[src/rtl/imem_program_loader.sv]
// Packs symbolic instruction descriptors into MIPS words and streams them into
// instruction memory, closing each program with a jump-to-self terminator.
module imem_program_loader #(
  parameter int ADDR_W = 6
) (
  input  logic              clk,
  input  logic              rst_n,
  input  logic              start,
  input  logic              finish,
  input  logic              in_valid,
  output logic              in_ready,
  input  logic [2:0]        op_sel,
  input  logic [4:0]        rs,
  input  logic [4:0]        rt,
  input  logic [4:0]        rd,
  input  logic [15:0]       imm,
  input  logic [25:0]       target,
  output logic              imem_we,
  output logic [ADDR_W-1:0] imem_addr,
  output logic [31:0]       imem_wdata,
  output logic              done,
  output logic [ADDR_W:0]   prog_len,
  output logic              err_illegal
);

  typedef enum logic [1:0] {
    ST_IDLE = 2'd0,
    ST_LOAD = 2'd1,
    ST_TERM = 2'd2,
    ST_DONE = 2'd3
  } state_t;

  state_t              state_r, state_nxt_s;
  logic [ADDR_W-1:0]   wr_ptr_r, wr_ptr_nxt_s;
  logic                we_r, we_nxt_s;
  logic [ADDR_W-1:0]   addr_r, addr_nxt_s;
  logic [31:0]         wdata_r, wdata_nxt_s;
  logic                done_r;
  logic [ADDR_W:0]     len_r, len_nxt_s;
  logic                err_r, err_nxt_s;
  logic                in_ready_s;
  logic                accept_s;
  logic [25:0]         term_tgt_s;

  function automatic logic op_legal(input logic [2:0] op);
    return (op <= 3'd5);
  endfunction

  function automatic logic [31:0] encode_instr(
    input logic [2:0]  op,
    input logic [4:0]  f_rs,
    input logic [4:0]  f_rt,
    input logic [4:0]  f_rd,
    input logic [15:0] f_imm,
    input logic [25:0] f_tgt
  );
    logic [31:0] word;
    case (op)
      3'd0:    word = {6'b000000, f_rs, f_rt, f_rd, 5'b00000, 6'b100000};
      3'd1:    word = {6'b001000, f_rs, f_rt, f_imm};
      3'd2:    word = {6'b000100, f_rs, f_rt, f_imm};
      3'd3:    word = {6'b000010, f_tgt};
      3'd4:    word = {6'b100011, f_rs, f_rt, f_imm};
      3'd5:    word = {6'b101011, f_rs, f_rt, f_imm};
      default: word = 32'h0000_0000;
    endcase
    return word;
  endfunction

  assign accept_s   = in_valid & in_ready_s;
  assign term_tgt_s = 26'(wr_ptr_r);

  // State register.
  always_ff @(posedge clk or negedge rst_n) begin
    if (!rst_n) begin
      state_r <= ST_IDLE;
    end else begin
      state_r <= state_nxt_s;
    end
  end

  // Next-state logic; start outranks finish everywhere.
  always_comb begin
    state_nxt_s = state_r;
    case (state_r)
      ST_IDLE: state_nxt_s = start ? ST_LOAD : ST_IDLE;
      ST_LOAD: begin
        if (start) begin
          state_nxt_s = ST_LOAD;
        end else if (finish) begin
          state_nxt_s = ST_TERM;
        end else begin
          state_nxt_s = ST_LOAD;
        end
      end
      ST_TERM: state_nxt_s = start ? ST_LOAD : ST_DONE;
      ST_DONE: state_nxt_s = start ? ST_LOAD : ST_DONE;
      default: state_nxt_s = ST_IDLE;
    endcase
  end

  // Output/datapath next values; the top slot stays free for the terminator.
  always_comb begin
    in_ready_s   = 1'b0;
    wr_ptr_nxt_s = wr_ptr_r;
    we_nxt_s     = 1'b0;
    addr_nxt_s   = addr_r;
    wdata_nxt_s  = wdata_r;
    len_nxt_s    = len_r;
    err_nxt_s    = err_r;
    case (state_r)
      ST_LOAD: begin
        in_ready_s = (wr_ptr_r != {ADDR_W{1'b1}});
        if (start) begin
          wr_ptr_nxt_s = {ADDR_W{1'b0}};
          err_nxt_s    = 1'b0;
        end else if (accept_s) begin
          if (op_legal(op_sel)) begin
            we_nxt_s     = 1'b1;
            addr_nxt_s   = wr_ptr_r;
            wdata_nxt_s  = encode_instr(op_sel, rs, rt, rd, imm, target);
            wr_ptr_nxt_s = wr_ptr_r + {{(ADDR_W-1){1'b0}}, 1'b1};
          end else begin
            err_nxt_s = 1'b1;
          end
        end else begin
          wr_ptr_nxt_s = wr_ptr_r;
        end
      end
      ST_TERM: begin
        we_nxt_s    = 1'b1;
        addr_nxt_s  = wr_ptr_r;
        wdata_nxt_s = {6'b000010, term_tgt_s};
        len_nxt_s   = {1'b0, wr_ptr_r} + {{ADDR_W{1'b0}}, 1'b1};
        if (start) begin
          wr_ptr_nxt_s = {ADDR_W{1'b0}};
          err_nxt_s    = 1'b0;
        end else begin
          wr_ptr_nxt_s = wr_ptr_r;
        end
      end
      ST_IDLE, ST_DONE: begin
        if (start) begin
          wr_ptr_nxt_s = {ADDR_W{1'b0}};
          err_nxt_s    = 1'b0;
        end else begin
          wr_ptr_nxt_s = wr_ptr_r;
        end
      end
      default: begin
        wr_ptr_nxt_s = {ADDR_W{1'b0}};
      end
    endcase
  end

  // Datapath and output registers.
  always_ff @(posedge clk or negedge rst_n) begin
    if (!rst_n) begin
      wr_ptr_r <= {ADDR_W{1'b0}};
      we_r     <= 1'b0;
      addr_r   <= {ADDR_W{1'b0}};
      wdata_r  <= 32'h0000_0000;
      done_r   <= 1'b0;
      len_r    <= {(ADDR_W+1){1'b0}};
      err_r    <= 1'b0;
    end else begin
      wr_ptr_r <= wr_ptr_nxt_s;
      we_r     <= we_nxt_s;
      addr_r   <= addr_nxt_s;
      wdata_r  <= wdata_nxt_s;
      done_r   <= (state_nxt_s == ST_DONE);
      len_r    <= len_nxt_s;
      err_r    <= err_nxt_s;
    end
  end

  assign in_ready    = in_ready_s;
  assign imem_we     = we_r;
  assign imem_addr   = addr_r;
  assign imem_wdata  = wdata_r;
  assign done        = done_r;
  assign prog_len    = len_r;
  assign err_illegal = err_r;

endmodule

[config.mk]
export PLATFORM = sky130hd
export DESIGN_NAME = imem_program_loader
export DESIGN_NICKNAME = d
export VERILOG_FILES = /design/src/rtl/imem_program_loader.sv
export SDC_FILE = /design/constraint.sdc
export NUM_CORES = 1
export LEC_CHECK = 0
export CAP_MARGIN = 20
export CELL_PAD_IN_SITES_DETAIL_PLACEMENT = 2
export CELL_PAD_IN_SITES_GLOBAL_PLACEMENT = 2
export CORE_UTILIZATION = 28
export CTS_CLUSTER_SIZE = 8
export DETAILED_ROUTE_END_ITERATION = 6
export HOLD_SLACK_MARGIN = 0.12
export PLACE_DENSITY = 0.9
export SYNTH_ARGS = -nofsm -noshare
export SYNTH_HDL_FRONTEND = slang
export SYNTH_SLANG_ARGS = --single-unit
export TNS_END_PERCENT = 20
[constraint.sdc]
create_clock -name clk -period 4.5 [get_ports clk]
set_input_delay 0.675 -clock clk [delete_from_list [all_inputs] [get_ports clk]]
set_output_delay 0.675 -clock clk [all_outputs]
set_load 0.1 [all_outputs]
==> flow_summary.toml <==
[detailed_routing]
post_drt_wl_per_cell_um = 20.2
drc = 0
ant_nets = 0
vias = 2700
first_iter_violations = 90
vias_per_cell = 5.14
firstDrtPassIters = 4
routed_wirelength_mm = 10.6

[cts]
cts_tree = "built"
postCtsSetupBuffers = 0
cts_buffer_depth = 2
holdBufCountCts = 0
cts_buffers = 5
clk_pin_slew_ns = 0.10
worstSkewPairLatency_ns = 0.30
cts-root-buf = "clkbuf_8"
htreeDepth = 2
cts_sinks = 54
post_cts_resized = 0

[worst_setup_path]
critPathMaxStageDelay_ns = 0.97
path_common_cell = "nor2_1"
timing.rr.end = "imem_wdata[23]"
startpoint_type = "register"
r2r_cells = 6
r2r_start = "wr_ptr_r[0]"
worstSetupStartpoint = "wr_ptr_r[0]"
path_cells = "ha_1 > nand4_4 > nor2_1 > nor2_1 > clkdlybuf4s50_1"
critical_path_arrival_ns = 2.61
required_ns = 3.83
cp_max_fo = 6
cp-end-kind = "primary output"
crit_type = "register to primary output"
reg2reg_slack_ns = 1.87
slowest_stage = "clkdlybuf4s50_1"

[synth]
synth_top_area_share_pct = 45.7
synthDistinctLibCells = 44
synth_seq_cells = 54
syn_inst = 286
dominantRegCellSynth = "dfrtp_1"
async_flop_share_pct = 100
synthesis.area_um2 = 2960
yosys_warnings = 0
seq_area_frac_synth_pct = 45.7
yosysTopAreaCell = "dfrtp_1"
synth_nets = 356
avgSynthCellArea_um2 = 10.3
synth_edf_count = 0
synth_area_leaders = "dfrtp_1, a22o_1, mux2i_1, a21oi_1, inv_1"

[timing]
report.final.setup_viol = 0
slew_headroom_pct = 33.1
fin_crit_sh_pct = 73.0
final_max_slew_viol_count = 0
fmax_mhz = 305
hold_viol_final = 0
fin_setup_tns_ns = 0
finalCriticalPeriod_ns = 3.28
tightest_slew_ns = 1.00
rsz0062_at_grt = "no"
fin_skew_ns = 0.00396

[cells_and_area]
stdcell_count = 525
fin_nets = 458
fill_cells = 1101
multi_input_area_um2 = 1380
areaGrowthSynthToFinish_pct = 45.6
drive_above_1_share_pct = 7.97
n_antenna_cell = 0
seqCellArea_um2 = 1350

[floorplan]
die-area_um2 = 11000
start_util_pct = 28.8
core_um2 = 10300
die_w_um = 105
rows = 37
ios = 114
die_h_um = 105

[status]
status = "completed"

[power]
cell_internal_pwr_mw = 1.36
p_switching_mw = 1.76
comb_power_share_pct = 63.0
switching_share_pct = 56.3
p_per_area_nw_per_um2 = 725
clkPwrFrac_pct = 12.8
ir_drop_v = 0.000393
p_leak_nw = 1.87
p_seq_share_pct = 24.2

[global_route]
grt_overflow_total = 0
grt_max_degree = 55
grt_pass1_wl_mm = 17.0
grt_pass1_vias = 3114
grt_use_total_pct = 19.7
antenna_found_initial = 0

[placement]
place_inst = 517
io_buffers = 112
post-dp-hpwl_mm = 7.94
gp_congestion = 0.736

[run]
max-cap-violations = 0

[worst_hold_path]
hold_class = "input pin to async pin"
-- area by class of cell --
cell class / count / share of cell area, %
multi-input combinational: 183 / 32.0
sequential: 54 / 31.4
timing repair buffer: 119 / 27.2
tap: 136 / 3.95
inverter: 25 / 2.18
clock buffer: 6 / 1.92
clock inverter: 2 / 1.40
-- worst max-delay path: cells and delay by family, from the launching register on --
family                   cells  cell delay, ns
adder cells (fa/ha/maj)      1            0.34
flip-flops                   1            0.53
buffers and inverters        1            0.97
AND/OR/NAND/NOR              3            0.47
-- cell families after synthesis --
family	after synthesis	share of synthesized area, %
compound gates	88	23.3
buf+inv	49	7.87
mux	23	8.47
xor+xnor	4	1.19
flops	54	45.7
other cells	1	0.127
fa+ha+maj	5	2.12
simple gates	62	11.2
-- power by group through the flow --
stage / Combinational (mW) / Sequential, mW / Clock (mW)
floorplan: 0.395 / 1.82 / 0
global placement: 1.93 / 0.754 / 0
detailed placement: 1.97 / 0.767 / 0
CTS: 1.98 / 0.759 / 0.408
global route: 2.03 / 0.777 / 0.426
finish: 1.97 / 0.755 / 0.400
-- placed cells by master, fill, tap and decap left out, types with 3 or more instances in the layout --
| master | synthesis | layout |
|---|---|---|
| dfrtp_1 | 54 | 54 |
| a222oi_1 | 5 | 5 |
| nor2_1 | 16 | 16 |
| clkdlybuf4s50_1 | 0 | 111 |
| nor3_1 | 5 | 4 |
| a21oi_1 | 19 | 19 |
| nand2_1 | 12 | 12 |
| mux2i_1 | 13 | 13 |
| ha_1 | 5 | 5 |
| buf_4 | 5 | 7 |
| nor2b_1 | 13 | 13 |
| a21o_1 | 3 | 3 |
| clkbuf_8 | 0 | 6 |
| inv_1 | 25 | 25 |
| a22oi_1 | 11 | 11 |
| and2_1 | 3 | 3 |
| o22ai_1 | 11 | 11 |
| mux2_2 | 8 | 8 |
| a22o_1 | 20 | 20 |
| o221ai_1 | 5 | 5 |
| o2bb2ai_1 | 5 | 5 |
-- flip-flops by register name, summed over array words and instances (netlist names) --
name / count
wr_ptr_r: 6
prog_len: 7
imem_we: 1
err_illegal: 1
state_r: 2
imem_wdata: 30
imem_addr: 6
done: 1
-- metal layers --
layer  part of all wire (%)  up-vias  GRT usage, %
li1                       -     1239             -
met1                     41     1379          23.3
met2                     54       75          36.9
met3                    3.7        7          3.24
met4                    1.1        0          4.93
met5                      0        -             0
-- stage by stage --
stage	utilization (%)	hold slack (ns)	area [µm²]	power, mW	setup slack (ns)
finish	41.9	0.485	4300	3.12	1.22
global route	41.9	0.540	4300	3.23	1.09
CTS	41.9	0.521	4300	3.15	1.18
detailed placement	40.5	0.496	4160	2.74	1.34
global placement	40.5	0.489	4160	2.68	1.46
floorplan	-	0.379	2960	2.22	1.72
-- synthesized netlist by cell type (2+ instances only) --
library cell	instances
dfrtp_1	54
inv_1	25
a22o_1	20
a21oi_1	19
nor2_1	16
mux2i_1	13
nor2b_1	13
clkbuf_1	12
nand2_1	12
a22oi_1	11
o22ai_1	11
mux2_2	8
a222oi_1	5
buf_4	5
ha_1	5
nor3_1	5
o221ai_1	5
o2bb2ai_1	5
a21o_1	3
and2_1	3
buf_2	3
buf_6	2
mux2_4	2
nand3_1	2
nor3b_1	2
nor4_1	2
nor4b_1	2
o21ai_0	2
or3_1	2
xnor2_1	2
xor2_1	2
-- worst max-delay path by stage --
stage | endpoint | cells after the start
detailed placement | imem_wdata[27] | 7
finish | in_ready | 5
floorplan | in_ready | 4
global placement | imem_wdata[27] | 7
CTS | in_ready | 5
global route | in_ready | 5
Note: power is estimated with default switching activity, not from simulation.
